**src/rtl/mul_req_scheduler_pkg.sv**
```systemverilog
// Shared definitions for the multiplier request scheduler.
// Holds the FSM state encoding, default widths and the index-width helper.
package mul_req_scheduler_pkg;

  localparam int W_DEF    = 8;
  localparam int NREQ_DEF = 4;

  localparam logic [2:0] ST_IDLE   = 3'd0;
  localparam logic [2:0] ST_LOAD_A = 3'd1;
  localparam logic [2:0] ST_LOAD_B = 3'd2;
  localparam logic [2:0] ST_ACC    = 3'd3;
  localparam logic [2:0] ST_DONE   = 3'd4;

  typedef enum logic [2:0] {
    S_IDLE   = ST_IDLE,
    S_LOAD_A = ST_LOAD_A,
    S_LOAD_B = ST_LOAD_B,
    S_ACC    = ST_ACC,
    S_DONE   = ST_DONE
  } state_e;

  // Index width for n requesters; never below one bit so vectors stay legal.
  function automatic int idx_width(input int n);
    return (n <= 2) ? 1 : $clog2(n);
  endfunction

  localparam int IW_DEF = idx_width(NREQ_DEF);

endpackage

```
**src/rtl/mul_req_scheduler_if.sv**
```systemverilog
// Client and datapath signal bundle for mul_req_scheduler.
//   req/op_a/op_b        : client job requests and packed operands
//   gnt/done             : one-hot grant and completion pulse per client
//   result/result_valid  : product and its one-cycle valid pulse
//   dp_bus + strobes     : operand bus and ld_a/ld_b/ld_p/dec/clr to datapath
//   eqz/p_in             : datapath B==0 flag and P register
// slave is the scheduler side, master is the client/datapath side.
interface mul_req_scheduler_if #(
  parameter int NREQ = 4,
  parameter int W    = 8
);
  logic [NREQ-1:0]   req;
  logic [NREQ*W-1:0] op_a;
  logic [NREQ*W-1:0] op_b;
  logic [NREQ-1:0]   gnt;
  logic [NREQ-1:0]   done;
  logic [2*W-1:0]    result;
  logic              result_valid;
  logic [W-1:0]      dp_bus;
  logic              ld_a;
  logic              ld_b;
  logic              ld_p;
  logic              dec;
  logic              clr;
  logic              eqz;
  logic [2*W-1:0]    p_in;

  modport slave (
    input  req, op_a, op_b, eqz, p_in,
    output gnt, done, result, result_valid, dp_bus, ld_a, ld_b, ld_p, dec, clr
  );

  modport master (
    output req, op_a, op_b, eqz, p_in,
    input  gnt, done, result, result_valid, dp_bus, ld_a, ld_b, ld_p, dec, clr
  );
endinterface

```
**src/rtl/mul_req_scheduler_rr_arbiter.sv**
```systemverilog
// Combinational round-robin search: first set req bit at or above ptr,
// wrapping modulo NREQ.
//   req : request vector      ptr : search start index
//   gnt : one-hot winner      idx : winner index      any : any request set
module rr_arbiter #(
  parameter int NREQ = 4,
  parameter int IW   = 2
) (
  input  logic [NREQ-1:0] req,
  input  logic [IW-1:0]   ptr,
  output logic [NREQ-1:0] gnt,
  output logic [IW-1:0]   idx,
  output logic            any
);

  int  pos_s;
  logic hit_s;

  // Walk NREQ positions starting at ptr; the first hit wins and masks the rest.
  always_comb begin
    gnt   = '0;
    idx   = '0;
    any   = 1'b0;
    pos_s = 0;
    hit_s = 1'b0;
    for (int k = 0; k < NREQ; k++) begin
      pos_s      = int'(ptr) + k;
      pos_s      = (pos_s >= NREQ) ? pos_s - NREQ : pos_s;
      hit_s      = req[pos_s] & ~any;
      gnt[pos_s] = hit_s;
      idx        = hit_s ? IW'(pos_s) : idx;
      any        = any | req[pos_s];
    end
  end

endmodule

```
**src/rtl/mul_req_scheduler.sv**
```systemverilog
// Round-robin scheduler sharing one repeated-addition multiplier datapath
// among NREQ clients. Sequences LOAD_A, LOAD_B (clearing P), ACC until the
// datapath reports B==0, then returns P to the granted client with a
// one-cycle done/result_valid pulse.
//   clk, rst : clock, synchronous active-high reset
//   bus      : client and datapath signals (slave side)
//   busy     : high whenever the FSM is not idle
module mul_req_scheduler
  import mul_req_scheduler_pkg::*;
#(
  parameter int NREQ = NREQ_DEF,
  parameter int W    = W_DEF
) (
  input  logic                 clk,
  input  logic                 rst,
  mul_req_scheduler_if.slave   bus,
  output logic                 busy
);

  localparam int IW = idx_width(NREQ);

  state_e          state_r;
  state_e          state_nxt_s;
  logic [IW-1:0]   id_r;
  logic [IW-1:0]   ptr_r;
  logic [NREQ-1:0] gnt_r;
  logic [2*W-1:0]  result_r;

  logic [NREQ-1:0] win_gnt_s;
  logic [IW-1:0]   win_idx_s;
  logic            any_req_s;

  logic [W-1:0]    dp_bus_s;
  logic            ld_a_s;
  logic            ld_b_s;
  logic            ld_p_s;
  logic            dec_s;
  logic            clr_s;
  logic [NREQ-1:0] done_s;
  logic            result_valid_s;

  rr_arbiter #(
    .NREQ (NREQ),
    .IW   (IW)
  ) u_rr_arbiter (
    .req (bus.req),
    .ptr (ptr_r),
    .gnt (win_gnt_s),
    .idx (win_idx_s),
    .any (any_req_s)
  );

  // State, grant, winner index, rotation pointer and result registers.
  always_ff @(posedge clk) begin
    if (rst) begin
      state_r  <= S_IDLE;
      id_r     <= '0;
      ptr_r    <= '0;
      gnt_r    <= '0;
      result_r <= '0;
    end else begin
      state_r <= state_nxt_s;
      case (state_r)
        S_IDLE: begin
          if (any_req_s) begin
            id_r  <= win_idx_s;
            gnt_r <= win_gnt_s;
          end
        end
        // Capture P on the edge into DONE so result is valid during DONE.
        S_ACC: begin
          if (bus.eqz) begin
            result_r <= bus.p_in;
          end
        end
        S_DONE: begin
          gnt_r <= '0;
          ptr_r <= (id_r == IW'(NREQ - 1)) ? '0 : id_r + IW'(1);
        end
        default: begin
        end
      endcase
    end
  end

  // Next-state logic.
  always_comb begin
    state_nxt_s = state_r;
    case (state_r)
      S_IDLE:   state_nxt_s = any_req_s ? S_LOAD_A : S_IDLE;
      S_LOAD_A: state_nxt_s = S_LOAD_B;
      S_LOAD_B: state_nxt_s = S_ACC;
      S_ACC:    state_nxt_s = bus.eqz ? S_DONE : S_ACC;
      S_DONE:   state_nxt_s = S_IDLE;
      default:  state_nxt_s = S_IDLE;
    endcase
  end

  // Moore decode of datapath strobes, operand mux and completion pulse.
  // ld_p/dec additionally follow eqz so ACC stops adding once B reaches 0.
  always_comb begin
    dp_bus_s       = '0;
    ld_a_s         = 1'b0;
    ld_b_s         = 1'b0;
    ld_p_s         = 1'b0;
    dec_s          = 1'b0;
    clr_s          = 1'b0;
    done_s         = '0;
    result_valid_s = 1'b0;
    case (state_r)
      S_LOAD_A: begin
        dp_bus_s = bus.op_a[int'(id_r)*W +: W];
        ld_a_s   = 1'b1;
      end
      S_LOAD_B: begin
        dp_bus_s = bus.op_b[int'(id_r)*W +: W];
        ld_b_s   = 1'b1;
        clr_s    = 1'b1;
      end
      S_ACC: begin
        ld_p_s = ~bus.eqz;
        dec_s  = ~bus.eqz;
      end
      S_DONE: begin
        done_s         = gnt_r;
        result_valid_s = 1'b1;
      end
      default: begin
      end
    endcase
  end

  assign bus.dp_bus       = dp_bus_s;
  assign bus.ld_a         = ld_a_s;
  assign bus.ld_b         = ld_b_s;
  assign bus.ld_p         = ld_p_s;
  assign bus.dec          = dec_s;
  assign bus.clr          = clr_s;
  assign bus.done         = done_s;
  assign bus.result_valid = result_valid_s;
  assign bus.gnt          = gnt_r;
  assign bus.result       = result_r;
  assign busy             = (state_r != S_IDLE);

endmodule

```
**src/flat_wrapper.sv**
```systemverilog
// flat-port wrapper written by rule: the top's interface ports become plain ports
module mul_req_scheduler_flat import mul_req_scheduler_pkg::*;
#(
  parameter int NREQ = NREQ_DEF,
  parameter int W    = W_DEF
)
  (clk, rst, busy, bus_req, bus_op_a, bus_op_b, bus_eqz, bus_p_in, bus_gnt, bus_done, bus_result, bus_result_valid, bus_dp_bus, bus_ld_a, bus_ld_b, bus_ld_p, bus_dec, bus_clr);
  mul_req_scheduler_if #(.NREQ(NREQ), .W(W)) bus_i ();
  input  logic clk;
  input  logic rst;
  output logic busy;
  input wire logic [$bits(bus_i.req)-1:0] bus_req;
  input wire logic [$bits(bus_i.op_a)-1:0] bus_op_a;
  input wire logic [$bits(bus_i.op_b)-1:0] bus_op_b;
  input wire logic [$bits(bus_i.eqz)-1:0] bus_eqz;
  input wire logic [$bits(bus_i.p_in)-1:0] bus_p_in;
  output wire logic [$bits(bus_i.gnt)-1:0] bus_gnt;
  output wire logic [$bits(bus_i.done)-1:0] bus_done;
  output wire logic [$bits(bus_i.result)-1:0] bus_result;
  output wire logic [$bits(bus_i.result_valid)-1:0] bus_result_valid;
  output wire logic [$bits(bus_i.dp_bus)-1:0] bus_dp_bus;
  output wire logic [$bits(bus_i.ld_a)-1:0] bus_ld_a;
  output wire logic [$bits(bus_i.ld_b)-1:0] bus_ld_b;
  output wire logic [$bits(bus_i.ld_p)-1:0] bus_ld_p;
  output wire logic [$bits(bus_i.dec)-1:0] bus_dec;
  output wire logic [$bits(bus_i.clr)-1:0] bus_clr;
  assign bus_i.req = bus_req;
  assign bus_i.op_a = bus_op_a;
  assign bus_i.op_b = bus_op_b;
  assign bus_i.eqz = bus_eqz;
  assign bus_i.p_in = bus_p_in;
  assign bus_gnt = bus_i.gnt;
  assign bus_done = bus_i.done;
  assign bus_result = bus_i.result;
  assign bus_result_valid = bus_i.result_valid;
  assign bus_dp_bus = bus_i.dp_bus;
  assign bus_ld_a = bus_i.ld_a;
  assign bus_ld_b = bus_i.ld_b;
  assign bus_ld_p = bus_i.ld_p;
  assign bus_dec = bus_i.dec;
  assign bus_clr = bus_i.clr;
  mul_req_scheduler #(.NREQ(NREQ), .W(W)) u_core (.clk(clk), .rst(rst), .bus(bus_i), .busy(busy));
endmodule
```
**config.mk**
```make
export PLATFORM = sky130hd
export DESIGN_NAME = mul_req_scheduler_flat
export DESIGN_NICKNAME = d
export VERILOG_FILES = /design/src/rtl/mul_req_scheduler_pkg.sv /design/src/rtl/mul_req_scheduler_if.sv /design/src/rtl/mul_req_scheduler_rr_arbiter.sv /design/src/rtl/mul_req_scheduler.sv /design/src/flat_wrapper.sv
export SDC_FILE = /design/constraint.sdc
export NUM_CORES = 1
export LEC_CHECK = 0
export ABC_CLOCK_PERIOD_IN_PS = 2900
export CORE_UTILIZATION = 35
export CTS_CLUSTER_DIAMETER = 50
export CTS_CLUSTER_SIZE = 25
export DETAILED_ROUTE_END_ITERATION = 6
export PLACE_DENSITY = 0.8
export SYNTH_ARGS = -nofsm -noshare
export SYNTH_HDL_FRONTEND = slang
export SYNTH_HIERARCHICAL = 1
export SYNTH_SLANG_ARGS = --single-unit
```
**constraint.sdc**
```tcl
create_clock -name clk -period 2.9 [get_ports clk]
set_clock_uncertainty 0.2 [all_clocks]
set_input_delay 0.435 -clock clk [delete_from_list [all_inputs] [get_ports clk]]
set_output_delay 0.435 -clock clk [all_outputs]
set_load 0.005 [all_outputs]
```
After elaboration in Yosys (flattened, before gate mapping). Cells that the tools add are included. Widths: inputs -> output; s select.

Equal/unequal tests: 6. Add/sub/neg operators: 8. Bitwise logic cells: 11. Mux-type cells: 43. Shift-type cells: 2. Magnitude comparators: 12. Reduce and logical (&&, ||, !) cells: 10.

Operators with widths (count): $ge 32x1->1 const B (4); $lt 32x4->1 const B (4); $mux 32 (4); $shiftx 32x6->8 (2); $mux 1 (17); $pmux 8 s2 (1); $bwmux 4 (3); $pmux 3 s4 (1); $sub 3x3->4 const B (3); $mux 2 (5); $ge 3x3->1 const B (3); $bmux 1 s2 (4); $demux 1 s2 (4); $mux 4 (2); $pmux 4 s2 (1); $add 2x2->3 const B (2); $eq 3x2->1 const B (2); $reduce_and 2->1 (3); $and 4x4->4 (1); $logic_and 1x1->1 (4); $not 1->1 (4); $sub 2x3->4 const B (1); $add 2x1->3 const B (1); $and 1x1->1 (3); 11 further kinds (13).

Bits of input ports: 87. Bits in registers: 27. Logic and storage cells: 97. Output and inout bits: 39.

Logic depth before layout (Yosys ltp).
Depth after elaboration: 13. Gate-level depth with buffers: 10. Depth with buffers taken out: 8.

Cells and area by module. Netlist, hierarchy kept.

Modules (own cells, without submodules): mul_req_scheduler (area each 1691.6 um2, cells an instance 188, times used 1); rr_arbiter (area each 506.7 um2, cells an instance 59, times used 1).

Worst setup path before layout. OpenSTA, ideal clock, no wires.

Path type: reg2reg. Start point: reg u_core.ptr_r[0]. End point: reg u_core.gnt_r[3], in the netlist u_core/bus.gnt[3]. Setup slack: 76 ps. Library setup time: 70 ps. Path buffers: 2. Cell stages (with the launch flop): 11. Data required time: 2630 ps. Arrival time: 2554 ps. Path through: dfxtp_1 -> buf_6 -> inv_1 -> ha_1 -> mux4_2 -> or2_2 -> or3_1 -> or4b_1 -> clkbuf_1 -> nand3_1 -> a21oi_1.

Elaborated cells on any way between the ends: 64. Those cells by class: add/sub: 7; order compare: 12; eq/ne: 1; mux: 29; bitwise: 10; reduce/logical: 5.

RTL lines: from (decl) (line mul_req_scheduler.sv:25) `logic [IW-1:0] ptr_r;`; from (signal assigned) (line mul_req_scheduler.sv:78) `ptr_r <= (id_r == IW'(NREQ - 1)) ? '0 : id_r + IW'(1);`; $add 2x1->3 (line mul_req_scheduler_rr_arbiter.sv:27) `pos_s = int'(ptr) + k;`; $sub 3x3->4 or $ge 3x3->1 (tied branches) (line mul_req_scheduler_rr_arbiter.sv:28) `pos_s = (pos_s >= NREQ) ? pos_s - NREQ : pos_s;`; $mux 32 (line mul_req_scheduler_rr_arbiter.sv:28); $bmux 1 s2 (line mul_req_scheduler_rr_arbiter.sv:32) `any = any | req[pos_s];`; $mux 1 (implied by the code) (2 in a row) (line mul_req_scheduler_rr_arbiter.sv:32); $or 1x1->1 (2 in a row) (line mul_req_scheduler_rr_arbiter.sv:32); $or 1x1->1 (*) (line mul_req_scheduler_rr_arbiter.sv:32); via u_core.any_req_s (line mul_req_scheduler.sv:31) `logic any_req_s;`; $ne 2x1->1 (no source line) (*); $reduce_and 2->1 (no source line) (*); to (signal assigned) (line mul_req_scheduler.sv:67) `gnt_r <= win_gnt_s;`; to (decl) (line mul_req_scheduler.sv:26) `logic [NREQ-1:0] gnt_r;`.

Mark *: on every way through the listed nets, which the timed path passes. The rest lies on a longest branch. The select of a mux whose other input is x is not followed. A chain may end at the register's enable or synchronous reset.

Worst setup path after layout.
Start point: reg u_core.state_r[2]. End point: out bus_dp_bus[4].

Cells in the longest elaborated chain, start to end: 2. Elaborated cells on any way between the ends: 3. Those cells by class: eq/ne: 2; mux: 1.

Ends and longest elaborated chain: from (decl) (line mul_req_scheduler.sv:22) `state_e state_r;`; from (signal assigned) (line mul_req_scheduler.sv:62) `state_r <= state_nxt_s;`; $eq 3x2->1 or $eq 3x1->1 (tied branches) (line mul_req_scheduler.sv:110) `case (state_r)`; $pmux 8 s2 (*) (line mul_req_scheduler.sv:110); to (decl) (line flat_wrapper.sv:21) `output wire logic [$bits(bus_i.dp_bus)-1:0] bus_dp_bus;`.

Every way passes the cells marked *; elsewhere a longest branch is shown, timed or not.

==> key figures <==
Power and ir drop
  – Power Density: around 320 nW/um^2
  – Leak: about 1.4 nW
  – Pwr Total: between 1 and 1.5 mW
  – Peak VDD IR: 0.258 mV

Die
  – Floorplan die width: between 80 and 90 um
  – Starting Density: 0.367
  – Num ports: about 130
  – Die area: ~6600 sq um
  – Die Span Y: 81.3 um
  – Core ar.: roughly 6000 sq um
  – Row cnt: 28

Run
  – Max-cap violations: 0

Synth
  – Sequential area share after synthesis: 0.246
  – Syn Std Cell Area: 2200 sq um
  – Mapped Nets: between 300 and 400
  – Main flop type after synthesis: dfxtp_1
  – Yosys warns: 6
  – EDFF count, synth: 0
  – Post-synth top cells: nand2_1 (43), mux2i_1 (30), a21oi_1 (28)
  – Yosys cell types: 44
  – Mapped Avg Cell Area: about 9 sq um
  – Ranking of synthesized cells by area: dfxtp_1 (25%), mux2i_1 (14%), mux4_1 (8.4%), nand2_1 (7.3%), a21oi_1 (6.4%)
  – FFs w/ async S/R, synth: 0
  – Area share of the leading cell type in the synthesized netlist: 0.246
  – Largest area contributor in the netlist: dfxtp_1
  – Post-Syn Instances: 247
  – Most numerous cell in the Yosys netlist: nand2_1
  – Number of synthesized register bits: 27

Drt
  – Total Wirelength: between 6000 and 7000 um
  – Pre-Repair DR Iteration Count: 4
  – DR vias: 2307
  – Via density: around 5.2
  – Initial DRC count: roughly 50
  – Antenna Violating Nets Remaining: 0
  – Detailed-route DRC error count: 0
  – Wire per inst: 14.8 um

Place
  – Dpl cell area: around 3500 sq um
  – RePlAce Congestion: roughly 0.84
  – Post-DP HPWL: a little over 5000 um
  – Port bufs: 125

Setup path
  – FF-to-FF Start: u_core/ptr_r[0]
  – Critical path startpoint category: flop
  – CP max stage delay: 0.50 ns
  – Critical path class: reg2out
  – Largest fanout on the critical path: 11
  – Levels on crit path: 5
  – Worst Path Arrival: 2.15 ns
  – Buf+Inv Stages, Crit Path: 2
  – Critical Path Source: u_core/state_r[2]
  – Worst R2R End: u_core/id_r[1]
  – Required time worst endpoint: 2.27 ns
  – Sequence of cells on the critical path: nor3b_4, buf_12, mux4_2, nor2_1, clkdlybuf4s50_1
  – Critical Path Slowest Stage Cell: mux4_2
  – Delay-heaviest family, CP: buffers and inverters
  – Kind of end point of the critical path: output pin
  – R2R setup slack: between 0.2 and 0.25 ns
  – FF-to-FF path depth: 8
  – Crit path capture: bus_dp_bus[4]

Clocking
  – Buffer levels on the longest clock path: 2
  – CTS tree: done
  – CTS H-Tree Depth: 1
  – Clk slew on worst S/H paths: roughly 0.090 ns
  – Worst skew pair latency: around 0.27 ns
  – Clk Tree Root Cell: clkbuf_8
  – Clk sinks: 27
  – TritonCTS Buffers: 3

GRT
  – First-pass GRT wire length: approximately 9700 um
  – Largest net degree at the start of global routing: 31
  – Number of global-route vias before repair: ~2.1k
  – Grt ovf: 0
  – Tot GR Track Use: 0.186
  – Initial antenna violation count: 0

Hold path
  – Hold path start: u_core/bus.result[15]
  – Hold crit path type: reg2reg

Final layout
  – Multi-input gate area: around 1500 sq um
  – Share of layout cells above drive strength 1: 0.0894
  – Core Util, Final: 0.604
  – Register area: 543 sq um
  – Design Area, Final: ~3600 sq um
  – Fin nets: ~470
  – Filler cells: around 520
  – Area delta synth->final: 64.5%
  – Ant. Diodes: 0

Timing
  – Slew Limit Fails: 0
  – RSZ-0062 raised after global routing: false
  – Final Critical Period: about 2.8 ns
  – Slew headroom: 0.560
  – Worst-margin pin slew: roughly 0.66 ns
  – Fmax: approximately 360 MHz
  – Final setup violation count: 0
  – Final Hold Fails: 0
  – Fin crit share: 0.961

Status
  – Status: finished, final reports clean
-- layout make-up --
type,instances,area share
clock buffers,3,0.0114
inverters,8,0.00830
multi-input cells,190,0.414
repair buffers,140,0.388
flip-flops and latches,27,0.150
well taps,75,0.0259
clock inverters,1,0.00208
-- through the flow --
step | hold slack, ns | setup WS [ns] | instances | TNS [ns]
detailed placement | 0.251 | -0.00620 | 439 | -0.0170
finish | 0.265 | 0.114 | 444 | 0
CTS | 0.265 | 0.0153 | 443 | 0
floorplan | 0.253 | 0.0758 | 247 | 0
global route | 0.290 | 0.0123 | 444 | 0
global placement | 0.240 | 0.0770 | 439 | 0
-- worst min path at each step --
stage | to | slack, ns | cells after the start
final | u_core/bus.result[15] | 0.27 | 2
after global routing | u_core/bus.result[8] | 0.29 | 2
after CTS | u_core/bus.result[5] | 0.26 | 2
after detailed placement | u_core/bus.result[5] | 0.25 | 2
after global placement | u_core/bus.result[0] | 0.24 | 2
after floorplan | u_core/bus.result[0] | 0.25 | 2
-- registers in the layout, indices dropped and copies added, names as in the netlist --
name	flops
u_core/bus.gnt	4
u_core/state_r	3
u_core/id_r	2
u_core/bus.result	16
u_core/ptr_r	2
-- routing by layer --
layer / routed length (um) / vias to the layer above / part of all wire / GRT usage
met1: 2530 / 1045 / 0.38 / 0.201
li1: - / 1141 / - / -
met5: 0 / - / 0 / 0
met2: 3170 / 111 / 0.48 / 0.344
met4: 129 / 0 / 0.020 / 0.0607
met3: 765 / 10 / 0.12 / 0.0528
-- tightest hold or removal path, delay by kind of cell, from the launching register on --
| family | cells | cell delay, ns |
|---|---|---|
| compound gates | 1 | 0.06 |
| flops | 1 | 0.32 |
| simple gates | 1 | 0.05 |
-- placed cells by master (no fill, tap or decap), types with 2 or more instances in the layout --
cell               n
nor2_1            10
a31oi_1            4
dfxtp_1           25
nand3b_1           5
or3_1              3
or2_2              2
o21ai_0            4
a21oi_1           28
clkdlybuf4s50_1  119
a221oi_1           3
buf_4             13
nor3_1             3
nand2_1           43
dlymetal6s2s_1     6
mux4_1             7
nand3_1            4
inv_1              8
buf_12             2
nor3b_1            2
clkbuf_8           3
mux4_2             6
mux2i_1           30
dfxtp_2            2
a21o_1             4
and2_1             4
ha_1               9
-- repair_timing --
item / in CTS / in global routing
pin swaps: 1 / 1
buffers inserted: 0 / 1
hold buffers: 0 / 0
setup endpoints to repair: 1 / 7
gates resized for setup: 0 / 7
-- where the power goes --
part	switching [mW]	leakage, nW	total [mW]	internal (mW)
Sequential	0.0190	0.220	0.410	0.391
Combinational	0.201	1.14	0.544	0.343
Clock	0.116	0.0217	0.214	0.0973
-- cell families after synthesis --
family / after synthesis / share of synthesized area
compound gates: 49 / 0.134
mux: 43 / 0.282
buf+inv: 30 / 0.0728
simple gates: 88 / 0.211
fa+ha+maj: 9 / 0.0512
xor+xnor: 1 / 0.00398
flops: 27 / 0.246
Power figures use the tool's default switching activity.
